===== config.mk =====
export PLATFORM = sky130hd
export DESIGN_NAME = ras_flat
export DESIGN_NICKNAME = d
export VERILOG_FILES = /design/src/rtl/ras_if.sv /design/src/rtl/ras.sv /design/src/flat_wrapper.sv
export SDC_FILE = /design/constraint.sdc
export NUM_CORES = 1
export LEC_CHECK = 0
export BUFFER_PORTS_ARGS = -buffer_cell sky130_fd_sc_hd__buf_4
export CORE_MARGIN = 3
export CORE_UTILIZATION = 60
export CTS_CLUSTER_DIAMETER = 80
export CTS_CLUSTER_SIZE = 16
export DETAILED_ROUTE_END_ITERATION = 8
export PLACE_DENSITY_LB_ADDON = 0.12
export SYNTH_ARGS = -nofsm -noshare
export SYNTH_HDL_FRONTEND = slang
export SYNTH_SLANG_ARGS = --single-unit

===== constraint.sdc =====
create_clock -name CLK -period 6.25 [get_ports CLK]
set_clock_uncertainty 0.05 [all_clocks]
set_input_delay 0.625 -clock CLK [delete_from_list [all_inputs] [get_ports CLK]]
set_output_delay 0.625 -clock CLK [all_outputs]
set_load 0.01 [all_outputs]

===== src/rtl/ras_if.sv =====
// ras_if: predictor-to-RAS event bus and the RAS state exposed back for BCB checkpointing.
interface ras_if #(
    parameter int RAS_ENTRIES     = 16,
    parameter int LOG_RAS_ENTRIES = $clog2(RAS_ENTRIES)
);
    logic                     link_valid;
    logic [37:0]              link_pc38;
    logic                     ret_valid;
    logic [37:0]              ret_pc38;
    logic                     ret_empty;
    logic [LOG_RAS_ENTRIES-1:0] ras_index;
    logic [LOG_RAS_ENTRIES:0]   ras_count;
    logic                     update_valid;
    logic [LOG_RAS_ENTRIES-1:0] update_ras_index;
    logic [LOG_RAS_ENTRIES:0]   update_ras_count;

    modport master (
        output link_valid, link_pc38, ret_valid, update_valid, update_ras_index, update_ras_count,
        input  ret_pc38, ret_empty, ras_index, ras_count
    );
    modport slave (
        input  link_valid, link_pc38, ret_valid, update_valid, update_ras_index, update_ras_count,
        output ret_pc38, ret_empty, ras_index, ras_count
    );
endinterface


===== src/rtl/ras.sv =====
// ras: return address stack with BCB checkpoint restore.
// RAS_EMPTY_POP_HOLD_EN freezes the pointer on a pop while empty.
module ras #(
    parameter int RAS_ENTRIES     = 16,
    parameter int LOG_RAS_ENTRIES = $clog2(RAS_ENTRIES)
) (
    input logic CLK,
    input logic nRST,
    ras_if.slave bus
);
    typedef logic [37:0]                pc38_t;
    typedef logic [LOG_RAS_ENTRIES-1:0] ras_idx_t;
    typedef logic [LOG_RAS_ENTRIES:0]   ras_cnt_t;

    localparam ras_cnt_t FULL = ras_cnt_t'(RAS_ENTRIES);

    pc38_t    stack_q [RAS_ENTRIES];
    ras_idx_t sp_q, sp_d, top, wr_idx;
    ras_cnt_t cnt_q, cnt_d;
    logic     wr_en;

    assign top = sp_q - ras_idx_t'(1);

    always_comb begin
        sp_d   = sp_q;
        cnt_d  = cnt_q;
        wr_en  = 1'b0;
        wr_idx = sp_q;
        if (bus.update_valid) begin
            sp_d  = bus.update_ras_index;
            cnt_d = (bus.update_ras_count > FULL) ? FULL : bus.update_ras_count;
        end else if (bus.ret_valid && bus.link_valid) begin
            // RET_L replaces the top in place, even when empty
            wr_en  = 1'b1;
            wr_idx = top;
        end else if (bus.ret_valid) begin
            cnt_d = (cnt_q == '0) ? '0 : cnt_q - ras_cnt_t'(1);
`ifdef RAS_EMPTY_POP_HOLD_EN
            sp_d  = (cnt_q == '0) ? sp_q : top;
`else
            sp_d  = top;
`endif
        end else if (bus.link_valid) begin
            wr_en = 1'b1;
            sp_d  = sp_q + ras_idx_t'(1);
            cnt_d = (cnt_q == FULL) ? FULL : cnt_q + ras_cnt_t'(1);
        end
    end

    always_ff @(posedge CLK or negedge nRST) begin
        if (!nRST) begin
            for (int i = 0; i < RAS_ENTRIES; i++) stack_q[i] <= '0;
            sp_q  <= '0;
            cnt_q <= '0;
        end else begin
            if (wr_en) stack_q[wr_idx] <= bus.link_pc38;
            sp_q  <= sp_d;
            cnt_q <= cnt_d;
        end
    end

    assign bus.ret_pc38  = stack_q[top];
    assign bus.ret_empty = (cnt_q == '0);
    assign bus.ras_index = sp_q;
    assign bus.ras_count = cnt_q;
endmodule


===== src/flat_wrapper.sv =====
// flat-port wrapper written by rule: the top's interface ports become plain ports
module ras_flat 
#(
    parameter int RAS_ENTRIES     = 16,
    parameter int LOG_RAS_ENTRIES = $clog2(RAS_ENTRIES)
)
  (CLK, nRST, bus_link_valid, bus_link_pc38, bus_ret_valid, bus_update_valid, bus_update_ras_index, bus_update_ras_count, bus_ret_pc38, bus_ret_empty, bus_ras_index, bus_ras_count);
  ras_if #(.RAS_ENTRIES(RAS_ENTRIES), .LOG_RAS_ENTRIES(LOG_RAS_ENTRIES)) bus_i ();
  input logic CLK;
  input logic nRST;
  input wire logic [$bits(bus_i.link_valid)-1:0] bus_link_valid;
  input wire logic [$bits(bus_i.link_pc38)-1:0] bus_link_pc38;
  input wire logic [$bits(bus_i.ret_valid)-1:0] bus_ret_valid;
  input wire logic [$bits(bus_i.update_valid)-1:0] bus_update_valid;
  input wire logic [$bits(bus_i.update_ras_index)-1:0] bus_update_ras_index;
  input wire logic [$bits(bus_i.update_ras_count)-1:0] bus_update_ras_count;
  output wire logic [$bits(bus_i.ret_pc38)-1:0] bus_ret_pc38;
  output wire logic [$bits(bus_i.ret_empty)-1:0] bus_ret_empty;
  output wire logic [$bits(bus_i.ras_index)-1:0] bus_ras_index;
  output wire logic [$bits(bus_i.ras_count)-1:0] bus_ras_count;
  assign bus_i.link_valid = bus_link_valid;
  assign bus_i.link_pc38 = bus_link_pc38;
  assign bus_i.ret_valid = bus_ret_valid;
  assign bus_i.update_valid = bus_update_valid;
  assign bus_i.update_ras_index = bus_update_ras_index;
  assign bus_i.update_ras_count = bus_update_ras_count;
  assign bus_ret_pc38 = bus_i.ret_pc38;
  assign bus_ret_empty = bus_i.ret_empty;
  assign bus_ras_index = bus_i.ras_index;
  assign bus_ras_count = bus_i.ras_count;
  ras #(.RAS_ENTRIES(RAS_ENTRIES), .LOG_RAS_ENTRIES(LOG_RAS_ENTRIES)) u_core (.CLK(CLK), .nRST(nRST), .bus(bus_i));
endmodule

==> flow_summary.yaml <==
clock_tree:
  cts-root-buf: "clkbuf_16"
  cts_inserted_buffers: 44
  cts_sinks: 617
  clk_pin_slew_ps: 80
  cts_buffer_depth: 3
  htreeDepth: 2
  clk_latency_ps: 580
  tritoncts: "yes"
  post_cts_buffers: 0
routing:
  dr.first_iter.drc_count: 1115
  drt_first_pass_iters: 5
  wl_met2_mm: 30.4
  highest_layer: "met4"
  avgRoutedWirePerCell_um: 26.6
  m1WireLength_mm: 28.1
  vias: 15100
  ant_nets: 0
  dr_wl_met3_mm: 2.28
  drc_errors: 0
  avgViaCountPerCell: 6.49
  routed_wl_mm: 62.0
yosys:
  synthAdderAreaFrac_pct: 0.178
  post_synth.cell_area_avg_um2: 16.7
  synthSimpleGateAreaFrac_pct: 1.07
  yosysUniqueCellTypes: 44
  synth_edf_count: 0
  ys.flop_type: "dfrtp_1"
  synth-compound-area-share_pct: 1.11
  netlist_area_mm2: 0.0282
  synth.area.mux_share_pct: 39.6
  ys_seq_elements: 617
  synthesis.nets: 1745
  synthArstFlopShare_pct: 100
  yosysWarnings: 0
  ys_seq_area_share_pct: 54.8
  synth_top_family_by_area: "multiplexers"
  synth_cells: 1689
  synth-xor-area-share_pct: 0.337
setup_path:
  worstPathArrival_ps: 4140
  cp-end-kind: "output pin"
  cp_top_family: "adder cells"
  cp_slowest_cell: "ha_4"
  cp-start-kind: "register"
  max_stage_delay_ps: 880
  r2r-end: "u_core.stack_q[471]$_DFFE_PN0P_"
  worstPathMaxFanout: 53
  r2r_setup_slack_ps: 2210
  cp-endpoint: "bus_ret_pc38[17]"
  reg2reg_depth: 6
  crit-reg2reg-launch: "u_core.bus.ras_index[0]$_DFFE_PN0P_"
  cp_num_cells: 6
  crit_required_ps: 5570
  startpoint: "u_core.bus.ras_index[0]$_DFFE_PN0P_"
  path_class: "reg -> out"
  path_buf_inv: 3
  worstPathCellList: "inv_1 > ha_4 > buf_4 > mux4_2 > mux4_2 > buf_4"
grt:
  antenna_found_initial: 1
  grt_pass1_wl_mm: 97.8
  grt_use_total_pct: 25.7
  first_global_vias: 16300
  gr-total-overflow: 0
  grt_max_degree: 190
cells_and_area:
  layout_commonest_cell: "dfrtp_1"
  mostFrequentLayoutCells: "dfrtp_1 (616), mux2_2 (530), mux4_2 (190), buf_4 (138), mux2_1 (80)"
  layout-drive-gt1-share_pct: 53.8
  nets: 1780
  design_area_mm2: 0.0305
  synthToLayoutAreaGrowth_pct: 8.39
floorplan:
  die_h_um: 223
  dieArea_mm2: 0.0496
  start_util_pct: 61.4
  core_mm2: 0.0459
  rows: 78
  io_pins: 100
  die_w_um: 223
hold_path:
  hold_path_class: "in -> reg"
timing:
  post-route-period-util_pct: 77.1
  tns_ps: 0
  grt_setup_unrepaired: "no"
  tightest_slew_ps: 1080
  fmax_ghz: 0.208
  finalSetupViolCount: 0
  slew_headroom_pct: 27.8
  slew_viol_final: 0
  hold_violations: 0
  layout_min_cycle_time_ps: 4820
flow_run:
  drv_cap: 0
placed_design:
  place.gp.congestion: 0.762
  placed_area_mm2: 0.0294
  hpwl_mm: 34.8
  portBuffers: 99
power:
  p_per_area_mw_per_mm2: 444
  total_leakage_power_nw: 13.7
  irDropWorstVdd_mv: 0.311
outcome:
  outcome: "completed"
## cells in the mapped netlist (all sizes together) (3+ instances only)
| cell | count | area share, % |
|---|---|---|
| xnor2 | 6 | 0.19 |
| o21ai | 11 | 0.21 |
| nand2 | 11 | 0.15 |
| nor3 | 3 | 0.071 |
| nor3b | 3 | 0.080 |
| inv | 7 | 0.093 |
| ha | 4 | 0.18 |
| nor2b | 5 | 0.11 |
| buf | 94 | 2.0 |
| mux2 | 610 | 24 |
| clkbuf | 63 | 0.84 |
| a21oi | 3 | 0.053 |
| o211ai | 5 | 0.13 |
| a211oi | 4 | 0.18 |
| nand4 | 4 | 0.089 |
| and3b | 4 | 0.12 |
| mux4 | 190 | 15 |
| nor2 | 5 | 0.067 |
| a31oi | 5 | 0.11 |
| xor2 | 4 | 0.15 |
| dfrtp | 617 | 55 |
| a22oi | 3 | 0.080 |
| nor4 | 5 | 0.11 |
| o21a | 4 | 0.11 |
| and3 | 3 | 0.067 |
## power by group
group	switching, W	leakage (nW)	internal [W]	total (W)
sequential	0.000887	7.91	0.00572	0.00661
combinational	0.00154	5.25	0.00280	0.00434
clock	0.00132	0.569	0.00128	0.00261
## layer usage
layer / vias up / global-route usage [%]
li1: 6392 / -
met1: 8376 / 38.1
met2: 262 / 41.6
met3: 81 / 3.16
met4: 0 / 5.70
met5: - / 0
## metrics by stage
stage / std cells / hold slack [ps] / util (%) / setup WS, ps / total power, W
after floorplan: 1689 / 279 / - / 2040 / 0.00964
after global placement: 2277 / 412 / 64.1 / 1990 / 0.0108
after detailed placement: 2277 / 419 / 64.1 / 2000 / 0.0111
after CTS: 2327 / 175 / 66.6 / 1360 / 0.0137
after global routing: 2328 / 206 / 66.6 / 1230 / 0.0143
final: 2328 / 204 / 66.6 / 1430 / 0.0136
## worst register-to-register path, stage by stage, from the launching register on
cell,delay (ps)
dfrtp_4,870
buf_4,870
and3b_1,320
o21a_1,140
nand4_1,790
buf_12,550
mux2_2,340
## how the worst min path moves through the flow
stage | start | endpoint | slack [ps] | cells after the start
after floorplan | nRST | u_core.bus.ras_count[0]$_DFFE_PN0P_ | 280 | 0
after global placement | u_core.stack_q[137]$_DFFE_PN0P_ | u_core.stack_q[137]$_DFFE_PN0P_ | 410 | 1
after detailed placement | u_core.stack_q[97]$_DFFE_PN0P_ | u_core.stack_q[97]$_DFFE_PN0P_ | 420 | 1
after CTS | bus_update_ras_index[2] | u_core.bus.ras_index[2]$_DFFE_PN0P_ | 180 | 3
after global routing | bus_update_ras_index[2] | u_core.bus.ras_index[2]$_DFFE_PN0P_ | 210 | 3
final | bus_update_ras_index[2] | u_core.bus.ras_index[2]$_DFFE_PN0P_ | 200 | 3
## cell families after synthesis
kind of cell / Yosys count
muxes: 800
DFF: 617
buffers and inverters: 164
and+or+nand+nor: 51
AOI/OAI and AO/OA: 43
xor gates and xnor gates: 10
adders and majority gates: 4
## registers in the layout (all words and copies together) (netlist names)
name,flops
u_core.bus.ras_index,4
u_core.stack_q,608
u_core.bus.ras_count,5
## area by class of cell
type                    instances  area [µm²]
clock inverters                 3        26.3
multi-input cells             908       12000
flip-flops and latches        617       15400
clock buffers                  46        1130
well taps                     600         751
diodes                          1        2.50
inverters                       7        26.3
repair buffers                146        1180
fillers                      3211       15300
## what timing repair did
item	CTS	global route
gates resized for setup	0	0
hold buffers	1	0
hold endpoints to repair	72	0
Power figures use the tool's default switching activity.
